### src/rtl/instruction_fetch_stage_if.sv
// instruction_fetch_stage_if: fetch-stage bus bundling pipeline control, program-memory and IF/ID signals.
//   slave  (fetch stage): takes stall/flush/redirect/target/instruction, drives pc_o and ifid_*/misaligned_o.
//   master (environment): the mirror image.
interface instruction_fetch_stage_if #(
    parameter int DATA_WIDTH = 32
);
    logic                  stall_i;
    logic                  flush_i;
    logic                  redirect_i;
    logic [DATA_WIDTH-1:0] redirect_target_i;
    logic [DATA_WIDTH-1:0] instruction_i;
    logic [DATA_WIDTH-1:0] pc_o;
    logic [DATA_WIDTH-1:0] ifid_instruction_o;
    logic [DATA_WIDTH-1:0] ifid_pc_o;
    logic [DATA_WIDTH-1:0] ifid_pc_plus4_o;
    logic                  ifid_valid_o;
    logic                  misaligned_o;
    modport master (
        output stall_i, flush_i, redirect_i, redirect_target_i, instruction_i,
        input  pc_o, ifid_instruction_o, ifid_pc_o, ifid_pc_plus4_o, ifid_valid_o, misaligned_o
    );
    modport slave (
        input  stall_i, flush_i, redirect_i, redirect_target_i, instruction_i,
        output pc_o, ifid_instruction_o, ifid_pc_o, ifid_pc_plus4_o, ifid_valid_o, misaligned_o
    );
endinterface

### src/rtl/instruction_fetch_stage.sv
// instruction_fetch_stage: PC register plus IF/ID pipeline register with stall, flush and redirect.
//   clk, reset (sync, active-high); bus: slave side of instruction_fetch_stage_if.
module instruction_fetch_stage #(
    parameter int                  DATA_WIDTH = 32,
    parameter logic [DATA_WIDTH-1:0] RESET_PC  = 32'h0040_0000,
    parameter logic [DATA_WIDTH-1:0] NOP_INSTR = 32'h0000_0013
) (
    input logic                      clk,
    input logic                      reset,
    instruction_fetch_stage_if.slave bus
);
    logic [DATA_WIDTH-1:0] pc_q, pc_d, pc_plus4;
    logic [DATA_WIDTH-1:0] instr_q, instr_d, ipc_q, ipc_d, ipc4_q, ipc4_d;
    logic                  valid_q, valid_d, mis_q, mis_d, bubble, load;
    always_comb begin
        pc_plus4 = pc_q + DATA_WIDTH'(4);
        bubble   = bus.redirect_i | bus.flush_i;
        // a bubble still records this cycle's PC, so it captures like a load
        load     = bubble | ~bus.stall_i;
        pc_d     = bus.redirect_i ? {bus.redirect_target_i[DATA_WIDTH-1:2], 2'b00} :
                   bus.stall_i    ? pc_q : pc_plus4;
        instr_d  = bubble ? NOP_INSTR : bus.stall_i ? instr_q : bus.instruction_i;
        valid_d  = bubble ? 1'b0 : bus.stall_i ? valid_q : 1'b1;
        ipc_d    = load ? pc_q : ipc_q;
        ipc4_d   = load ? pc_plus4 : ipc4_q;
        mis_d    = mis_q | (bus.redirect_i & |bus.redirect_target_i[1:0]);
    end
    always_ff @(posedge clk) begin
        if (reset) begin
            pc_q    <= RESET_PC;
            instr_q <= NOP_INSTR;
            ipc_q   <= '0;
            ipc4_q  <= '0;
            valid_q <= 1'b0;
            mis_q   <= 1'b0;
        end else begin
            pc_q    <= pc_d;
            instr_q <= instr_d;
            ipc_q   <= ipc_d;
            ipc4_q  <= ipc4_d;
            valid_q <= valid_d;
            mis_q   <= mis_d;
        end
    end
    assign bus.pc_o               = pc_q;
    assign bus.ifid_instruction_o = instr_q;
    assign bus.ifid_pc_o          = ipc_q;
    assign bus.ifid_pc_plus4_o    = ipc4_q;
    assign bus.ifid_valid_o       = valid_q;
    assign bus.misaligned_o       = mis_q;
endmodule
### src/flat_wrapper.sv
// flat-port wrapper written by rule: the top's interface ports become plain ports
module instruction_fetch_stage_flat 
#(
    parameter int                  DATA_WIDTH = 32,
    parameter logic [DATA_WIDTH-1:0] RESET_PC  = 32'h0040_0000,
    parameter logic [DATA_WIDTH-1:0] NOP_INSTR = 32'h0000_0013
)
  (clk, reset, bus_stall_i, bus_flush_i, bus_redirect_i, bus_redirect_target_i, bus_instruction_i, bus_pc_o, bus_ifid_instruction_o, bus_ifid_pc_o, bus_ifid_pc_plus4_o, bus_ifid_valid_o, bus_misaligned_o);
  instruction_fetch_stage_if #(.DATA_WIDTH(DATA_WIDTH)) bus_i ();
  input logic clk;
  input logic reset;
  input wire logic [$bits(bus_i.stall_i)-1:0] bus_stall_i;
  input wire logic [$bits(bus_i.flush_i)-1:0] bus_flush_i;
  input wire logic [$bits(bus_i.redirect_i)-1:0] bus_redirect_i;
  input wire logic [$bits(bus_i.redirect_target_i)-1:0] bus_redirect_target_i;
  input wire logic [$bits(bus_i.instruction_i)-1:0] bus_instruction_i;
  output wire logic [$bits(bus_i.pc_o)-1:0] bus_pc_o;
  output wire logic [$bits(bus_i.ifid_instruction_o)-1:0] bus_ifid_instruction_o;
  output wire logic [$bits(bus_i.ifid_pc_o)-1:0] bus_ifid_pc_o;
  output wire logic [$bits(bus_i.ifid_pc_plus4_o)-1:0] bus_ifid_pc_plus4_o;
  output wire logic [$bits(bus_i.ifid_valid_o)-1:0] bus_ifid_valid_o;
  output wire logic [$bits(bus_i.misaligned_o)-1:0] bus_misaligned_o;
  assign bus_i.stall_i = bus_stall_i;
  assign bus_i.flush_i = bus_flush_i;
  assign bus_i.redirect_i = bus_redirect_i;
  assign bus_i.redirect_target_i = bus_redirect_target_i;
  assign bus_i.instruction_i = bus_instruction_i;
  assign bus_pc_o = bus_i.pc_o;
  assign bus_ifid_instruction_o = bus_i.ifid_instruction_o;
  assign bus_ifid_pc_o = bus_i.ifid_pc_o;
  assign bus_ifid_pc_plus4_o = bus_i.ifid_pc_plus4_o;
  assign bus_ifid_valid_o = bus_i.ifid_valid_o;
  assign bus_misaligned_o = bus_i.misaligned_o;
  instruction_fetch_stage #(.DATA_WIDTH(DATA_WIDTH), .RESET_PC(RESET_PC), .NOP_INSTR(NOP_INSTR)) u_core (.clk(clk), .reset(reset), .bus(bus_i));
endmodule
### config.mk
export PLATFORM = sky130hd
export DESIGN_NAME = instruction_fetch_stage_flat
export DESIGN_NICKNAME = d
export VERILOG_FILES = /design/src/rtl/instruction_fetch_stage_if.sv /design/src/rtl/instruction_fetch_stage.sv /design/src/flat_wrapper.sv
export SDC_FILE = /design/constraint.sdc
export NUM_CORES = 1
export LEC_CHECK = 0
export CAP_MARGIN = 20
export CORE_MARGIN = 5
export CORE_UTILIZATION = 42
export CTS_BUF_LIST = sky130_fd_sc_hd__clkbuf_8
export DETAILED_ROUTE_END_ITERATION = 7
export GPL_ROUTABILITY_DRIVEN = 1
export HOLD_SLACK_MARGIN = 0.1
export PLACE_DENSITY = 0.9
export REMOVE_ABC_BUFFERS = 1
export SYNTH_ARGS = -nofsm -noshare
export SYNTH_HDL_FRONTEND = slang
export SYNTH_SLANG_ARGS = --single-unit
### constraint.sdc
create_clock -name clk -period 2 [get_ports clk]
set_input_delay 0.4 -clock clk [delete_from_list [all_inputs] [get_ports clk]]
set_output_delay 0.4 -clock clk [all_outputs]
set_load 0.03 [all_outputs]
==> results.sh, run 1 <==
export IMPL_wl_met1_um=7830
export IMPL_r2r_start="u_core.bus.pc_o[3]$_SDFFE_PP0P_"
export IMPL_hp_start="reset"
export IMPL_drt_iter0_drc=490
export IMPL_synthArstFlopShare_pct=0
export IMPL_wl_per_cell_um=18.0
export IMPL_topRoutingLayerUsed="met4"
export IMPL_design_die_area_um2=15700
export IMPL_ys_ff_latch=124
export IMPL_io_buffers=192
export IMPL_reg2reg_to="u_core.bus.ifid_pc_plus4_o[30]$_SDFFE_PP0P_"
export IMPL_hold_depth=2
export IMPL_reg2reg_depth=6
export IMPL_violations="negative setup slack"
export IMPL_critical_path_max_stage_delay_ps=450
export IMPL_ys_warn_count=0
export IMPL_maxSlewViolCount=0
export IMPL_setup_slack_ps=-36.1
export IMPL_cts_root_buffer="clkbuf_8"
export IMPL_synth_distinct_cells=42
export IMPL_finalCritPeriodShare_pct=102
export IMPL_syn_area_um2=5570
export IMPL_crit_chain="ha_4 > nand4_1 > buf_4 > or4_4 > or4_1 > a311oi_1"
export IMPL_period_minus_slack_ps=2040
export IMPL_leakagePower_nw=3.35
export IMPL_peakVddDrop_v=0.000393
export IMPL_status="finished, violations left"
export IMPL_grt_pass1_vias=5773
export IMPL_core_area_um2=13100
export IMPL_rsz0062_at_grt="yes"
export IMPL_layout_nets=971
export IMPL_crit_type="flop to flop"
export IMPL_numCtsBuffers=17
export IMPL_drive_gt1_share_pct=15.9
export IMPL_wl_met3_um=2350
export IMPL_synthCells=670
export IMPL_synth_main_ff_cell="dfxtp_1"
export IMPL_cp_arrival_ps=2400
export IMPL_antenna_cells=0
export IMPL_min_to="u_core.bus.ifid_pc_plus4_o[15]$_SDFFE_PP0P_"
export IMPL_most_common_layout_cells="159 x clkdlybuf4s50_1, 122 x dfxtp_1, 87 x nor2_1"
export IMPL_final_cell_area_um2=8660
export IMPL_whs_ps=352
export IMPL_seq_area_frac_synth_pct=44.6
export IMPL_power_frac_comb_pct=19.3
export IMPL_h_tree_depth=4
export IMPL_hold_class="input pin to flop"
export IMPL_fmax_mhz=491
export IMPL_start_kind="flop"
export IMPL_final_util_pct=65.9
export IMPL_ios=199
export IMPL_met2_length_um=9010
export IMPL_clk_latency_ps=450
export IMPL_start_util_pct=42.4
export IMPL_grt_max_degree=64
export IMPL_via_count=6076
export IMPL_grt_overflow_total=0
export IMPL_clk_path_buf_depth=2
export IMPL_crit_path_end_kind="flop"
export IMPL_setup_viol_count_final=2
export IMPL_maxCapViolCount=0
export IMPL_hpwl_um=14100
export IMPL_pwr_share_seq_pct=42.8
export IMPL_power_switching_mw=1.76
export IMPL_rows=42
export IMPL_final_common_cell="clkdlybuf4s50_1"
export IMPL_antenna_found_initial=0
export IMPL_ant_nets=0
export IMPL_drc=0
export IMPL_gp_congestion=0.915
export IMPL_cts_hold_buf=0
export IMPL_clock_sinks=124
export IMPL_gr_usage_all_layers_pct=23.5
export IMPL_cellPowerDensity_nw_per_um2=724
export IMPL_drt_pass1_iter_count=5
export IMPL_dieHeight_um=125
export IMPL_wirelength_um=19600
export IMPL_switching_share_pct=28.0
export IMPL_pwr_share_clk_pct=38.0
export IMPL_syn_area_per_cell_um2=8.32
export IMPL_placed_area_um2=8100
export IMPL_finClkSkew_ps=12.5
export IMPL_syn_to_final_growth_pct=55.5
export IMPL_p_int_mw=4.52
export IMPL_cpMaxStageDelayCell="or4_1"
export IMPL_worstPathMaxFanout=4
export IMPL_viasPerCell=5.58
export IMPL_hold_violations=0
export IMPL_synth_edf_count=0
export IMPL_critPathTopFamily="simple AND/OR/NAND/NOR gates"
export IMPL_critPathRequiredTime_ps=2360
export IMPL_grt_pass1_wl_um=29800
export IMPL_tritoncts="built"
export IMPL_crit_buf_inv=1
export IMPL_path_clk_slew_ps=80
export IMPL_chipWidth_um=125
export IMPL_r2r_slack_ps=-40
[synth_stat cells, drive strengths merged (2+ instances only)]
cell type,count,area share (%)
a211oi,22,3.0
a311oi,24,3.8
buf,27,2.6
or3,22,2.5
nor2b,5,0.56
mux2i,30,5.4
nand3,10,1.1
a2111oi,2,0.31
nor2,87,5.9
nor3,12,1.1
nand3b,3,0.40
inv,11,0.74
o311ai,4,0.63
nand2,79,5.3
xor2,8,1.3
xnor2,14,2.2
and3,2,0.22
o31a,5,0.79
nand4,19,2.1
or4,12,1.6
nor3b,2,0.27
a211o,4,0.63
or2,2,0.22
nor4,16,1.8
o21ai,18,1.6
and4,4,0.63
o21a,2,0.27
a21oi,41,3.7
clkbuf,46,3.1
dfxtp,124,45
o31ai,6,0.81
[worst max-delay path by stage]
stage,start,endpoint,cells past startpoint
global placement,bus_redirect_i,u_core.bus.ifid_pc_plus4_o[2]$_SDFFE_PP0P_,5
finish,u_core.bus.pc_o[3]$_SDFFE_PP0P_,u_core.bus.ifid_pc_plus4_o[30]$_SDFFE_PP0P_,6
detailed placement,bus_redirect_i,u_core.bus.ifid_pc_plus4_o[2]$_SDFFE_PP0P_,5
floorplan,bus_redirect_i,u_core.bus.ifid_pc_plus4_o[29]$_SDFFE_PP0P_,3
global route,u_core.bus.pc_o[3]$_SDFFE_PP0P_,u_core.bus.ifid_pc_plus4_o[14]$_SDFFE_PP0P_,8
CTS,u_core.bus.pc_o[2]$_SDFFE_PP0P_,u_core.bus.ifid_pc_plus4_o[30]$_SDFFE_PP0P_,6
[power groups by stage]
stage	Clock [mW]	Sequential (mW)	Combinational, mW
floorplan	0	3.01	0.264
global placement	0	2.73	1.20
detailed placement	0	2.73	1.22
CTS	2.41	2.68	1.19
global route	2.52	2.70	1.28
finish	2.38	2.68	1.21
[kinds of logic (layout without fill, tap and decap cells)]
kind of cell | count (synthesis) | in the layout | synth area share [%]
compound gates | 131 | 131 | 15.9
xor+xnor | 22 | 22 | 3.46
fa+ha+maj | 1 | 1 | 0.225
buf+inv | 84 | 320 | 6.49
flops | 124 | 124 | 44.6
mux | 30 | 30 | 5.39
other cells | 1 | 6 | 0.0673
simple gates | 277 | 279 | 23.9
[stage by stage]
step	cells	setup TNS (ps)	worst slack (ps)	power, mW
2_1_floorplan	602	-29100	-768	3.28
3_3_place_gp	1050	-15.4	-15.4	3.93
3_5_place_dp	1050	-861	-78.1	3.95
4_1_cts	1081	0	8.22	6.28
5_1_grt	1089	-779	-205	6.49
6_report	1089	-69.3	-36.1	6.27
[registers in the layout, summed over array words and instances, names as in the netlist]
| signal | count |
|---|---|
| u_core.bus.ifid_pc_plus4_o | 30 |
| u_core.bus.ifid_valid_o | 1 |
| u_core.bus.ifid_instruction_o | 32 |
| u_core.bus.ifid_pc_o | 30 |
| u_core.bus.misaligned_o | 1 |
| u_core.bus.pc_o | 30 |
[routing by layer]
| layer | vias up | GRT usage (%) |
|---|---|---|
| met1 | 2847 | 27.6 |
| li1 | 2837 | - |
| met3 | 46 | 10.7 |
| met4 | 0 | 7.33 |
| met2 | 346 | 38.3 |
| met5 | - | 0 |
[layout make-up]
class	count	area [um^2]
flip-flops and latches	124	2480
fillers	1064	4480
repair buffers	278	2610
clock inverters	12	155
inverters	11	41.3
multi-input cells	469	2890
well taps	176	220
clock buffers	19	262
[repair_timing]
action                     CTS  global route
cloned                       0             2
resized for setup           35            24
setup buffers                0             6
pin swaps                    1            16
setup endpoints to repair   38            16
No activity file was read; power rests on OpenSTA's default activity.
==> run 2: changes to the inputs <==
--- a/config.mk
+++ b/config.mk
@@ -12,7 +12,7 @@
 export DETAILED_ROUTE_END_ITERATION = 7
 export GPL_ROUTABILITY_DRIVEN = 1
 export HOLD_SLACK_MARGIN = 0.1
-export PLACE_DENSITY = 0.9
+export PLACE_DENSITY = 0.79
 export REMOVE_ABC_BUFFERS = 1
 export SYNTH_ARGS = -nofsm -noshare
 export SYNTH_HDL_FRONTEND = slang
==> run 2 against run 1 <==
Net effect: register-to-register slack better by 40 ps; the flow now finishes without violations; sequential share of layout area up 0.22 points; via count down 3.8%.
==> results.sh, run 2 (synthesized netlist as in run 1, its figures left out) <==
export IMPL_cp_arrival_ps=2350
export IMPL_placed_area_um2=8070
export IMPL_drc=0
export IMPL_finClkSkew_ps=9.56
export IMPL_maxCapViolCount=0
export IMPL_hp_start="reset"
export IMPL_hold_class="input pin to flop"
export IMPL_antenna_found_initial=1
export IMPL_ant_nets=0
export IMPL_io_buffers=192
export IMPL_rows=42
export IMPL_clk_path_buf_depth=2
export IMPL_finalCritPeriodShare_pct=99.9
export IMPL_finalPower_mw=6.17
export IMPL_crit_chain="ha_4 > nand4_1 > buf_6 > or4_4 > or4_1 > a311oi_1"
export IMPL_numCtsBuffers=17
export IMPL_design_die_area_um2=15700
export IMPL_crit_type="flop to flop"
export IMPL_cellPowerDensity_nw_per_um2=716
export IMPL_wirelength_um=18600
export IMPL_setup_tns_ps=0
export IMPL_final_util_pct=65.6
export IMPL_grt_overflow_total=0
export IMPL_tritoncts="built"
export IMPL_final_cell_area_um2=8610
export IMPL_wl_per_cell_um=17.1
export IMPL_start_kind="flop"
export IMPL_ios=199
export IMPL_grt_pass1_wl_um=28800
export IMPL_path_clk_slew_ps=70
export IMPL_drt_iter0_drc=302
export IMPL_drive_gt1_share_pct=15.7
export IMPL_via_count=5844
export IMPL_drt_pass1_iter_count=5
export IMPL_gr_usage_all_layers_pct=22.7
export IMPL_worstPathMaxFanout=5
export IMPL_period_minus_slack_ps=2000
export IMPL_cts_hold_buf=0
export IMPL_fmax_mhz=500
export IMPL_r2r_start="u_core.bus.pc_o[2]$_SDFFE_PP0P_"
export IMPL_core_area_um2=13100
export IMPL_gp_congestion=0.901
export IMPL_syn_to_final_growth_pct=54.6
export IMPL_hold_violations=0
export IMPL_hpwl_um=13600
export IMPL_cpMaxStageDelayCell="or4_4"
export IMPL_largest_register_ffs=32
export IMPL_critPathRequiredTime_ps=2360
export IMPL_setup_viol_count_final=0
export IMPL_status="finished, final reports clean"
export IMPL_clk_latency_ps=440
export IMPL_place_ws_ps=-51.6
export IMPL_cts_root_buffer="clkbuf_8"
export IMPL_layout_nets=968
export IMPL_critical_path_max_stage_delay_ps=430
export IMPL_crit_path_end_kind="flop"
export IMPL_grt_max_degree=74
export IMPL_rsz0062_at_grt="yes"
export IMPL_most_common_layout_cells="159 x clkdlybuf4s50_1, 118 x dfxtp_1, 87 x nor2_1"
export IMPL_clock_sinks=124
export IMPL_antenna_cells=0
export IMPL_peakVddDrop_v=0.000400
export IMPL_startpoint="u_core.bus.pc_o[2]$_SDFFE_PP0P_"
export IMPL_dieHeight_um=125
export IMPL_viasPerCell=5.38
export IMPL_leakagePower_nw=3.33
export IMPL_crit_buf_inv=1
export IMPL_setup_slack_ps=1.07
export IMPL_critPathTopFamily="simple AND/OR/NAND/NOR gates"
export IMPL_maxSlewViolCount=0
export IMPL_grt_pass1_vias=5565
export IMPL_h_tree_depth=4
export IMPL_start_util_pct=42.4
export IMPL_final_common_cell="clkdlybuf4s50_1"
export IMPL_chipWidth_um=125
run 2: worst reg2reg max path: cells and delay by family (launching register included):
family                   cells  cell delay [ps]
AND/OR/NAND/NOR              3             1020
flip-flops                   1              360
AO/OA/AOI/OAI                1              220
buffers and inverters        1              190
adder cells (fa/ha/maj)      1              140
run 2: path summary, 6_finish.rpt:
kind | endpoint | slack [ps] | cells past startpoint
hold reg to reg | u_core.bus.misaligned_o$_SDFF_PP0_ | 440 | 2
setup reg to reg | u_core.bus.ifid_pc_plus4_o[30]$_SDFFE_PP0P_ | 1 | 6
setup / recovery | u_core.bus.ifid_pc_plus4_o[30]$_SDFFE_PP0P_ | 1 | 6
hold / removal | u_core.bus.ifid_pc_plus4_o[24]$_SDFFE_PP0P_ | 220 | 2
run 2: report_power, final:
group	switching, mW	leakage, nW	internal, mW
registers	0.0819	1.02	2.60
clock network	0.966	0.230	1.34
logic	0.669	2.08	0.518
total	1.72	3.33	4.46
run 2: through the flow:
stage | hold slack, ps | cells
detailed placement | 440 | 1049
global route | 196 | 1087
finish | 218 | 1087
CTS | 191 | 1085
global placement | 432 | 1049
floorplan | 469 | 602
run 2: cell type report:
cell class / instances / area, um^2
fill: 1124 / 4520
multi-input combinational: 468 / 2860
timing repair buffer: 276 / 2590
sequential: 124 / 2490
clock buffer: 21 / 289
tap: 176 / 220
clock inverter: 11 / 125
inverter: 11 / 41.3
run 2: what timing repair did:
action | in CTS | in global routing
setup buffers | 4 | 1
gates resized for setup | 36 | 28
pin swaps | 2 | 9
setup endpoints to repair | 42 | 19
cloned | 0 | 1
run 2: layer usage:
layer	global-route usage, %	share of wire (%)
met1	26.4	40
met2	35.8	45
met3	12.2	12
met4	7.91	2.7
met5	0	0.038
